`src/rtl/tage_update.sv`:
```
// TAGE update: queues committed branch records and turns each into
// registered base/tagged table writes, allocation and u-bit aging.
// Ports: commit_* record in (valid/ready), pause stalls dequeue,
// tw_*/bw_* table write ports, flush_ubits_hi/lo aging pulses.
module tage_update #(
  parameter int UCTR_W = 18,
  parameter int FIFO_D = 4
) (
  input  logic        clk,
  input  logic        rst,
  input  logic        pause,
  input  logic        commit_valid,
  output logic        commit_ready,
  input  logic        commit_taken,
  input  logic        commit_mispred,
  input  logic        commit_altpred,
  input  logic [2:0]  commit_provider,
  input  logic [2:0]  commit_ctr,
  input  logic [1:0]  commit_base_ctr,
  input  logic [7:0]  commit_u,
  input  logic [39:0] commit_index,
  input  logic [31:0] commit_tag,
  input  logic [11:0] commit_base_index,
  output logic [3:0]  tw_valid,
  output logic [39:0] tw_index,
  output logic [31:0] tw_tag,
  output logic [11:0] tw_ctr,
  output logic [7:0]  tw_u,
  output logic        bw_valid,
  output logic [11:0] bw_index,
  output logic [1:0]  bw_ctr,
  output logic        flush_ubits_hi,
  output logic        flush_ubits_lo
);

  localparam int AW = $clog2(FIFO_D);
  localparam logic [AW:0] DEPTH = FIFO_D[AW:0];

  typedef struct packed {
    logic        taken;
    logic        mispred;
    logic        altpred;
    logic [2:0]  provider;
    logic [2:0]  ctr;
    logic [1:0]  base_ctr;
    logic [7:0]  u;
    logic [39:0] index;
    logic [31:0] tag;
    logic [11:0] base_index;
  } rec_t;

  function automatic logic [2:0] up3(input logic [2:0] v);
    return (v == 3'd7) ? v : v + 3'd1;
  endfunction
  function automatic logic [2:0] dn3(input logic [2:0] v);
    return (v == 3'd0) ? v : v - 3'd1;
  endfunction
  function automatic logic [1:0] up2(input logic [1:0] v);
    return (v == 2'd3) ? v : v + 2'd1;
  endfunction
  function automatic logic [1:0] dn2(input logic [1:0] v);
    return (v == 2'd0) ? v : v - 2'd1;
  endfunction

  rec_t              mem [FIFO_D];
  rec_t              in_rec;
  rec_t              head;
  logic [AW-1:0]     wr_ptr;
  logic [AW-1:0]     rd_ptr;
  logic [AW:0]       count;
  logic [UCTR_W-1:0] age;
  logic              phase;
  logic [7:0]        lfsr;
  logic              enq;
  logic              deq;
  logic              wrap;

  assign in_rec = '{
    taken: commit_taken, mispred: commit_mispred,
    altpred: commit_altpred, provider: commit_provider,
    ctr: commit_ctr, base_ctr: commit_base_ctr, u: commit_u,
    index: commit_index, tag: commit_tag,
    base_index: commit_base_index
  };
  assign head         = mem[rd_ptr];
  assign commit_ready = (count != DEPTH);
  assign enq          = commit_valid && commit_ready;
  assign deq          = (count != '0) && !pause;
  assign wrap         = &age;

  logic [3:0]  cand, first, rest, second, alloc;
  logic        pred, do_alloc;
  logic [3:0]  n_tv;
  logic [39:0] n_ti;
  logic [31:0] n_tt;
  logic [11:0] n_tc;
  logic [7:0]  n_tu;
  logic        n_bv;
  logic [11:0] n_bi;
  logic [1:0]  n_bc;

  always_comb begin
    n_tv = '0;
    n_ti = '0;
    n_tt = '0;
    n_tc = '0;
    n_tu = '0;
    n_bv = 1'b0;
    n_bi = '0;
    n_bc = '0;
    cand = '0;
    for (int t = 0; t < 4; t++) begin
      if (3'(t + 1) > head.provider && head.u[2*t +: 2] == 2'd0)
        cand[t] = 1'b1;
    end
    // isolate lowest and second-lowest candidate bits
    first    = cand & (~cand + 4'd1);
    rest     = cand & ~first;
    second   = rest & (~rest + 4'd1);
    alloc    = (rest != '0 && lfsr[0]) ? second : first;
    pred     = head.ctr[2];
    do_alloc = head.mispred && head.provider < 3'd4;
    if (deq) begin
      if (head.provider == 3'd0) begin
        n_bv = 1'b1;
        n_bi = head.base_index;
        n_bc = head.taken ? up2(head.base_ctr)
                          : dn2(head.base_ctr);
      end
      for (int t = 0; t < 4; t++) begin
        if (3'(t + 1) == head.provider) begin
          n_tv[t]        = 1'b1;
          n_ti[10*t +: 10] = head.index[10*t +: 10];
          n_tt[8*t +: 8]   = head.tag[8*t +: 8];
          n_tc[3*t +: 3]   = head.taken ? up3(head.ctr)
                                        : dn3(head.ctr);
          if (pred == head.altpred)
            n_tu[2*t +: 2] = head.u[2*t +: 2];
          else if (pred == head.taken)
            n_tu[2*t +: 2] = up2(head.u[2*t +: 2]);
          else
            n_tu[2*t +: 2] = dn2(head.u[2*t +: 2]);
        end else if (do_alloc && 3'(t + 1) > head.provider) begin
          if (cand == '0) begin
            // nothing free: age every longer-history entry
            n_tv[t]          = 1'b1;
            n_ti[10*t +: 10] = head.index[10*t +: 10];
            n_tt[8*t +: 8]   = head.tag[8*t +: 8];
            n_tc[3*t +: 3]   = head.ctr;
            n_tu[2*t +: 2]   = dn2(head.u[2*t +: 2]);
          end else if (alloc[t]) begin
            n_tv[t]          = 1'b1;
            n_ti[10*t +: 10] = head.index[10*t +: 10];
            n_tt[8*t +: 8]   = head.tag[8*t +: 8];
            n_tc[3*t +: 3]   = head.taken ? 3'b100 : 3'b011;
            n_tu[2*t +: 2]   = 2'd0;
          end
        end
      end
    end
  end

  always_ff @(posedge clk) begin
    if (enq) mem[wr_ptr] <= in_rec;
  end

  always_ff @(posedge clk or posedge rst) begin
    if (rst) begin
      wr_ptr         <= '0;
      rd_ptr         <= '0;
      count          <= '0;
      age            <= '0;
      phase          <= 1'b0;
      lfsr           <= 8'hA5;
      tw_valid       <= '0;
      tw_index       <= '0;
      tw_tag         <= '0;
      tw_ctr         <= '0;
      tw_u           <= '0;
      bw_valid       <= 1'b0;
      bw_index       <= '0;
      bw_ctr         <= '0;
      flush_ubits_hi <= 1'b0;
      flush_ubits_lo <= 1'b0;
    end else begin
      if (enq) wr_ptr <= wr_ptr + AW'(1);
      if (deq) rd_ptr <= rd_ptr + AW'(1);
      unique case ({enq, deq})
        2'b10:   count <= count + (AW+1)'(1);
        2'b01:   count <= count - (AW+1)'(1);
        default: count <= count;
      endcase
      tw_valid       <= n_tv;
      tw_index       <= n_ti;
      tw_tag         <= n_tt;
      tw_ctr         <= n_tc;
      tw_u           <= n_tu;
      bw_valid       <= n_bv;
      bw_index       <= n_bi;
      bw_ctr         <= n_bc;
      flush_ubits_hi <= deq && wrap && !phase;
      flush_ubits_lo <= deq && wrap && phase;
      if (deq) begin
        age <= age + UCTR_W'(1);
        if (wrap) phase <= ~phase;
        if (head.mispred)
          lfsr <= {lfsr[6:0], lfsr[7] ^ lfsr[5] ^ lfsr[4] ^ lfsr[3]};
      end
    end
  end

endmodule

```
`config.mk`:
```
export PLATFORM = sky130hd
export DESIGN_NAME = tage_update
export DESIGN_NICKNAME = d
export VERILOG_FILES = /design/src/rtl/tage_update.sv
export SDC_FILE = /design/constraint.sdc
export NUM_CORES = 1
export LEC_CHECK = 0
export CAP_MARGIN = 20
export CORE_MARGIN = 2
export CORE_UTILIZATION = 49
export CTS_BUF_LIST = sky130_fd_sc_hd__clkbuf_8
export DETAILED_ROUTE_END_ITERATION = 8
export GPL_ROUTABILITY_DRIVEN = 0
export HOLD_SLACK_MARGIN = 0.02
export PLACE_DENSITY = 0.75
export SKIP_CTS_REPAIR_TIMING = 1
export SLEW_MARGIN = 25
export SYNTH_ARGS = -nofsm -noshare
export SYNTH_HDL_FRONTEND = slang
export SYNTH_SLANG_ARGS = --single-unit
```
`constraint.sdc`:
```
create_clock -name clk -period 4.4 [get_ports clk]
set_clock_uncertainty 0.1 [all_clocks]
set_input_delay 0.44 -clock clk [delete_from_list [all_inputs] [get_ports clk]]
set_output_delay 0.44 -clock clk [all_outputs]
set_load 0.01 [all_outputs]
```
# == Yosys cells after proc, flatten, opt, wreduce, memory -nomap -nowiden ==
# Memories as Yosys holds them, arrays and structs flattened.
# Index checks and enable logic that the tools add are counted.
# classes
n_eq_ne,15
n_lt_le_gt_ge,5
bitwise_logic,10
muxes,118
reduce_logical,31
n_addsub,19
# op_table
cell,n
2-to-1 mux 10 bit,16
2-to-1 mux 8 bit,17
2-to-1 mux 2 bit,33
2-to-1 mux 3 bit,20
2-to-1 mux 40 bit,1
2-to-1 mux 12 bit,3
2-to-1 mux 32 bit,1
2-to-1 mux 1 bit,24
AND reduction 19 bit,1
adder 18 x 1 -> 18 bit (second input constant),1
AND reduction 18 bit,1
logical AND 1 bit,15
adder 2 x 1 -> 2 bit (second input constant),7
bitwise AND 4 bit,3
== test 2 bit (second input constant),6
inverter 4 bit,3
logical NOT 2 bit,5
subtractor 2 x 1 -> 2 bit (second input constant),5
adder 4 x 1 -> 4 bit (second input constant),2
2-to-1 mux 4 bit,2
adder 3 x 1 -> 3 bit (second input constant),2
== test 2 x 3 -> 1 bit (first input constant),2
greater-than comparator 2 x 3 -> 1 bit (first input constant),2
logical NOT 3 bit,2
19 further kinds,24
# totals
regBits,147
output_inout_bits,114
wordCells,215
inputBits,107
ramBits,412
mem_count,1
# mem_list
memory,words,word_bits,read_ports,rd_clocked_by_memory_dff,write_ports,line_no,rtl
mem,4,103,1,0,1,65,rec_t mem [FIFO_D];

# == Logic depth before layout (Yosys ltp) ==
# An unclocked memory read counts as a cell.
# depth
word_depth,18
depth_mapped,10
mapped_depth_nobuf,10

# == Least setup slack after synthesis ==
# OpenSTA, ideal clock, no wires.
# synth_timing
path_type,register to register
startpoint,register count[0]
endpoint,memory mem[0][0] (netlist bit) (enable)
period_less_slack_ns,3.663
arrival_time_ns,3.088
setup_time_ns,0.474
required_ns,3.826
n_path_buf,0
setup_slack_ns,0.737
stages_incl_launch_ff,4
cell_sequence,dfrtp_1 > inv_1 > nand3_1 > and3_1
# synth_between
elab_chain_len,4
# synth_lines
item,line_no,rtl
start: declaration,70,logic [AW:0] count;
start signal: assignment,189,2'b10: count <= count + (AW+1)'(1);
start signal: assignment,190,2'b01: count <= count - (AW+1)'(1);
start signal: assignment,191,default: count <= count;
!= test 3 bit,86,assign commit_ready = (count != DEPTH);
via commit_ready,13,"output logic commit_ready,"
logical AND 1 bit,87,assign enq = commit_valid && commit_ready;
2-to-1 mux 1 bit,164,if (enq) mem[wr_ptr] <= in_rec;
2-to-1 mux 1 bit (implied by the code),164,
end: declaration,65,
# The timed path passes the listed nets, and every way through them passes these cells.

# == Worst setup path after layout ==
# layout_timing
startpoint,register rd_ptr[0]
endpoint,register tw_index[22]
# layout_between
elab_chain_len,18
word_cells_on_any_way,38
cone_classes,2 x add/sub; 5 x order compare; 1 x eq/ne; 10 x mux; 6 x bitwise; 13 x reduce/logical; 1 x memory
# layout_lines
item,line_no,rtl
start: declaration,69,logic [AW-1:0] rd_ptr;
start signal: assignment,187,if (deq) rd_ptr <= rd_ptr + AW'(1);
memory read (4 x 103 bit) (*),-,
greater-than comparator 1 x 3 -> 1 bit (tied with other cells),113,if (3'(t + 1) > head.provider && head.u[2*t +: 2] == 2'd0)
logical AND 1 bit,113,
2-to-1 mux 1 bit,113,
inverter 4 bit,117,first = cand & (~cand + 4'd1);
adder 4 x 1 -> 4 bit,117,
bitwise AND 4 bit,117,
inverter 4 bit,118,rest = cand & ~first;
[... 3 more ...],-,
bitwise AND 4 bit,119,second = rest & (~rest + 4'd1);
2-to-1 mux 4 bit,120,alloc = (rest != '0 && lfsr[0]) ? second : first;
2-to-1 mux 10 bit,151,end else if (alloc[t]) begin
2-to-1 mux 10 bit,144,if (cand == '0) begin
2-to-1 mux 10 bit,143,end else if (do_alloc && 3'(t + 1) > head.provider) begin
2-to-1 mux 10 bit (*),131,if (3'(t + 1) == head.provider) begin
2-to-1 mux 40 bit (*),123,if (deq) begin
via n_ti[22],94,logic [39:0] n_ti;
end signal: assignment,194,tw_index <= n_ti;
end: declaration,25,"output logic [39:0] tw_index,"
# The timed path passes the listed nets; every way through them passes the cells marked *.
# A chain may end at the register's enable or synchronous reset.

==> results.cfg <==
[run_status]
status = completed

[logic_synthesis]
synth.top_cell.area_share_pct = 59.5
synth_most_common_cell = edfxtp_1
ys_seq_area_share_pct = 77.3
synthesis.nets = 1157
synth_area_leaders = edfxtp_1, dfrtp_1, mux4_2
yosysUniqueCellTypes = 60
syn-cell-area_um2 = 20800
async_flop_share_pct = 26.3
syn_avg_cell_area_um2 = 20.0
syn_inst = 1040
ys_warn_count = 0
synth_top_cell_by_area = edfxtp_1
netlist_top_cells_count = edfxtp_1, dfrtp_1, mux4_2, nor2b_1, nand2_1
ys_ff_latch = 559
synth_edf_count = 412
ys.flop_type = edfxtp_1

[sta]
whs_ps = 72.4
final-max-slew-violation-count = 0
hold_viol = 0
timing.setup.tns_ps = 0
layout_setup_ws_ps = 1020
grt_setup_unrepaired = false
fmax_ghz = 0.296
min_period_over_period_pct = 76.7
slew_headroom_pct = 39.4
final-setup-viol-count = 0
post-route-min-period_ps = 3380
tightest_slew_ps = 909

[worst_setup_path]
r2r_cells = 7
start_kind = flip-flop
worstSetupEndpointType = flip-flop
cp_max_fo = 22
crit_path_cell_trace = mux4_2 > nor4_4 > nand2_1 > a21o_1 > a41oi_4 > buf_4 > nor2b_1
worst_path_max_delay_cell = mux4_2
cp.arrival_ps = 3790
r2r-start = rd_ptr[0]
max_stage_delay_ps = 750
critical_path_required_ps = 4810
crit_start = rd_ptr[0]
path_class = flip-flop to flip-flop

[placement]
place_hpwl_um = 27100
place_ws_ps = 981
numPortBuffers = 220

[routing]
drc_errors = 0
wirelength_um = 43800
wl_met3_um = 3270
avgRoutedWirePerCell_um = 22.4
first_pass_iters = 5
num_vias = 10500
drt-vias-per-instance = 5.39
drtIter0Drc = 851
met2_length_um = 22200
antenna_left = 0
routed.top_layer = met5
wl_met1_um = 17400

[floorplan]
initial_utilization_pct = 49.5
dieArea_um2 = 44100
die_w_um = 210
coreArea_um2 = 41900
std_cell_rows = 75
pin_count = 221
die_h_um = 210

[power]
power.density_nw_per_um2 = 656
vdd_ir_drop_max_uv = 341
leakage_nw = 9.31

[flow_run]
drv_cap = 0

[grt]
grt_pass1_wl_um = 65800
grt_overflow = 0
grt_max_degree = 58
first_global_vias = 11300
gr-usage-all-layers_pct = 20.2
antenna_found_initial = 5

[clock_tree]
cts.sinks = 559
cts-root-buf = clkbuf_8
clkTransAtPathRegs_ps = 60
htree_levels = 3
cts_buffers = 89
clockBufferDepth = 3
cts_tree = done
clkLatencyLatePin_ps = 650

[final_layout]
area_growth_pct = 23.1
drive_gt1_share_pct = 20.0
final_net_count = 1457
fillers = 2973
final_util_pct = 61.0

[min_path]
min_path_type = primary input to async pin
## critical path: cells and delay by family (launching register included)
family,cells,cell delay [ps]
multiplexers,1,750
buffers and inverters,1,310
AND/OR/NAND/NOR,3,700
flip-flops,1,700
AO/OA/AOI/OAI,2,670
## state kept, by name, summed over array words and instances, names as in the netlist, 4 cells and up
signal / flops
age: 18
bw_index: 12
lfsr: 8
mem: 412
tw_ctr: 12
tw_index: 40
tw_tag: 32
tw_u: 8
tw_valid: 4
## layout make-up
| cell class | instances | area, um^2 | area share [%] |
|---|---|---|---|
| flip-flops and latches | 559 | 16100 | 62.8 |
| clock inverters | 56 | 300 | 1.17 |
| multi-input cells | 423 | 4500 | 17.6 |
| inverters | 20 | 78.8 | 0.308 |
| well taps | 539 | 674 | 2.64 |
| clock buffers | 108 | 1490 | 5.81 |
| repair buffers | 247 | 2470 | 9.65 |
| diodes | 3 | 7.51 | 0.0294 |
## per-stage QoR
| stage | instance area [um^2] | power [mW] | instances |
|---|---|---|---|
| floorplan | 20800 | 10.7 | 1040 |
| global placement | 23800 | 12.5 | 1787 |
| detailed placement | 23800 | 12.6 | 1788 |
| CTS | 25600 | 17.0 | 1952 |
| global route | 25600 | 17.6 | 1955 |
| finish | 25600 | 16.8 | 1955 |
## cell families after synthesis
kind of cell	synth area share, %
DFF	77.3
and+or+nand+nor	5.27
muxes	11.7
AOI/OAI and AO/OA	2.42
buffers and inverters	1.29
xor gates and xnor gates	1.39
adders and majority gates	0.638
## per-layer routing
metal | up-vias | global-route usage [%]
met5 | - | 0
met4 | 4 | 6.73
met3 | 67 | 6.45
met2 | 341 | 34.0
met1 | 5460 | 25.2
li1 | 4673 | -
## cells in the final DEF, fill, tap and decap left out, types with 5 or more instances in the layout
master           Yosys  final
nand2_1             36     36
nor3_1               8      8
clkdlybuf4s50_1      0    220
and3_1              19     15
clkinv_2             0      6
inv_1               17     55
o22ai_1              9      9
buf_12               0      5
mux2_2               8      8
xnor2_1             22     22
o21ai_0             15     15
clkbuf_8             0    108
dfrtp_1            143    141
nand4_1              5      5
nor2_1              25     25
clkinv_1             1      8
a21oi_1             14     14
a211oi_1            10     10
buf_4                2     22
mux4_2             103    103
xor2_1              11     11
nor2b_1             73     73
ha_1                 9      9
and2_1               8      8
edfxtp_1           412    412
nand3_1              8      8
## where the power goes
| group | switching, mW | internal (mW) | total (mW) |
|---|---|---|---|
| clock network | 1.95 | 2.39 | 4.33 |
| logic | 2.76 | 2.37 | 5.14 |
| registers | 0.412 | 6.90 | 7.31 |
| total | 5.12 | 11.7 | 16.8 |
## path summary, 6_finish.rpt
check | end | slack [ps]
max in group asynchronous | lfsr[2] | 3270
min reg2reg | age[13] | 370
min in group clk | mem[1][48] | 340
max reg2reg | tw_index[22] | 1020
max | tw_index[22] | 1020
min | tw_tag[26] | 70
No activity file was read; power rests on OpenSTA's default activity.
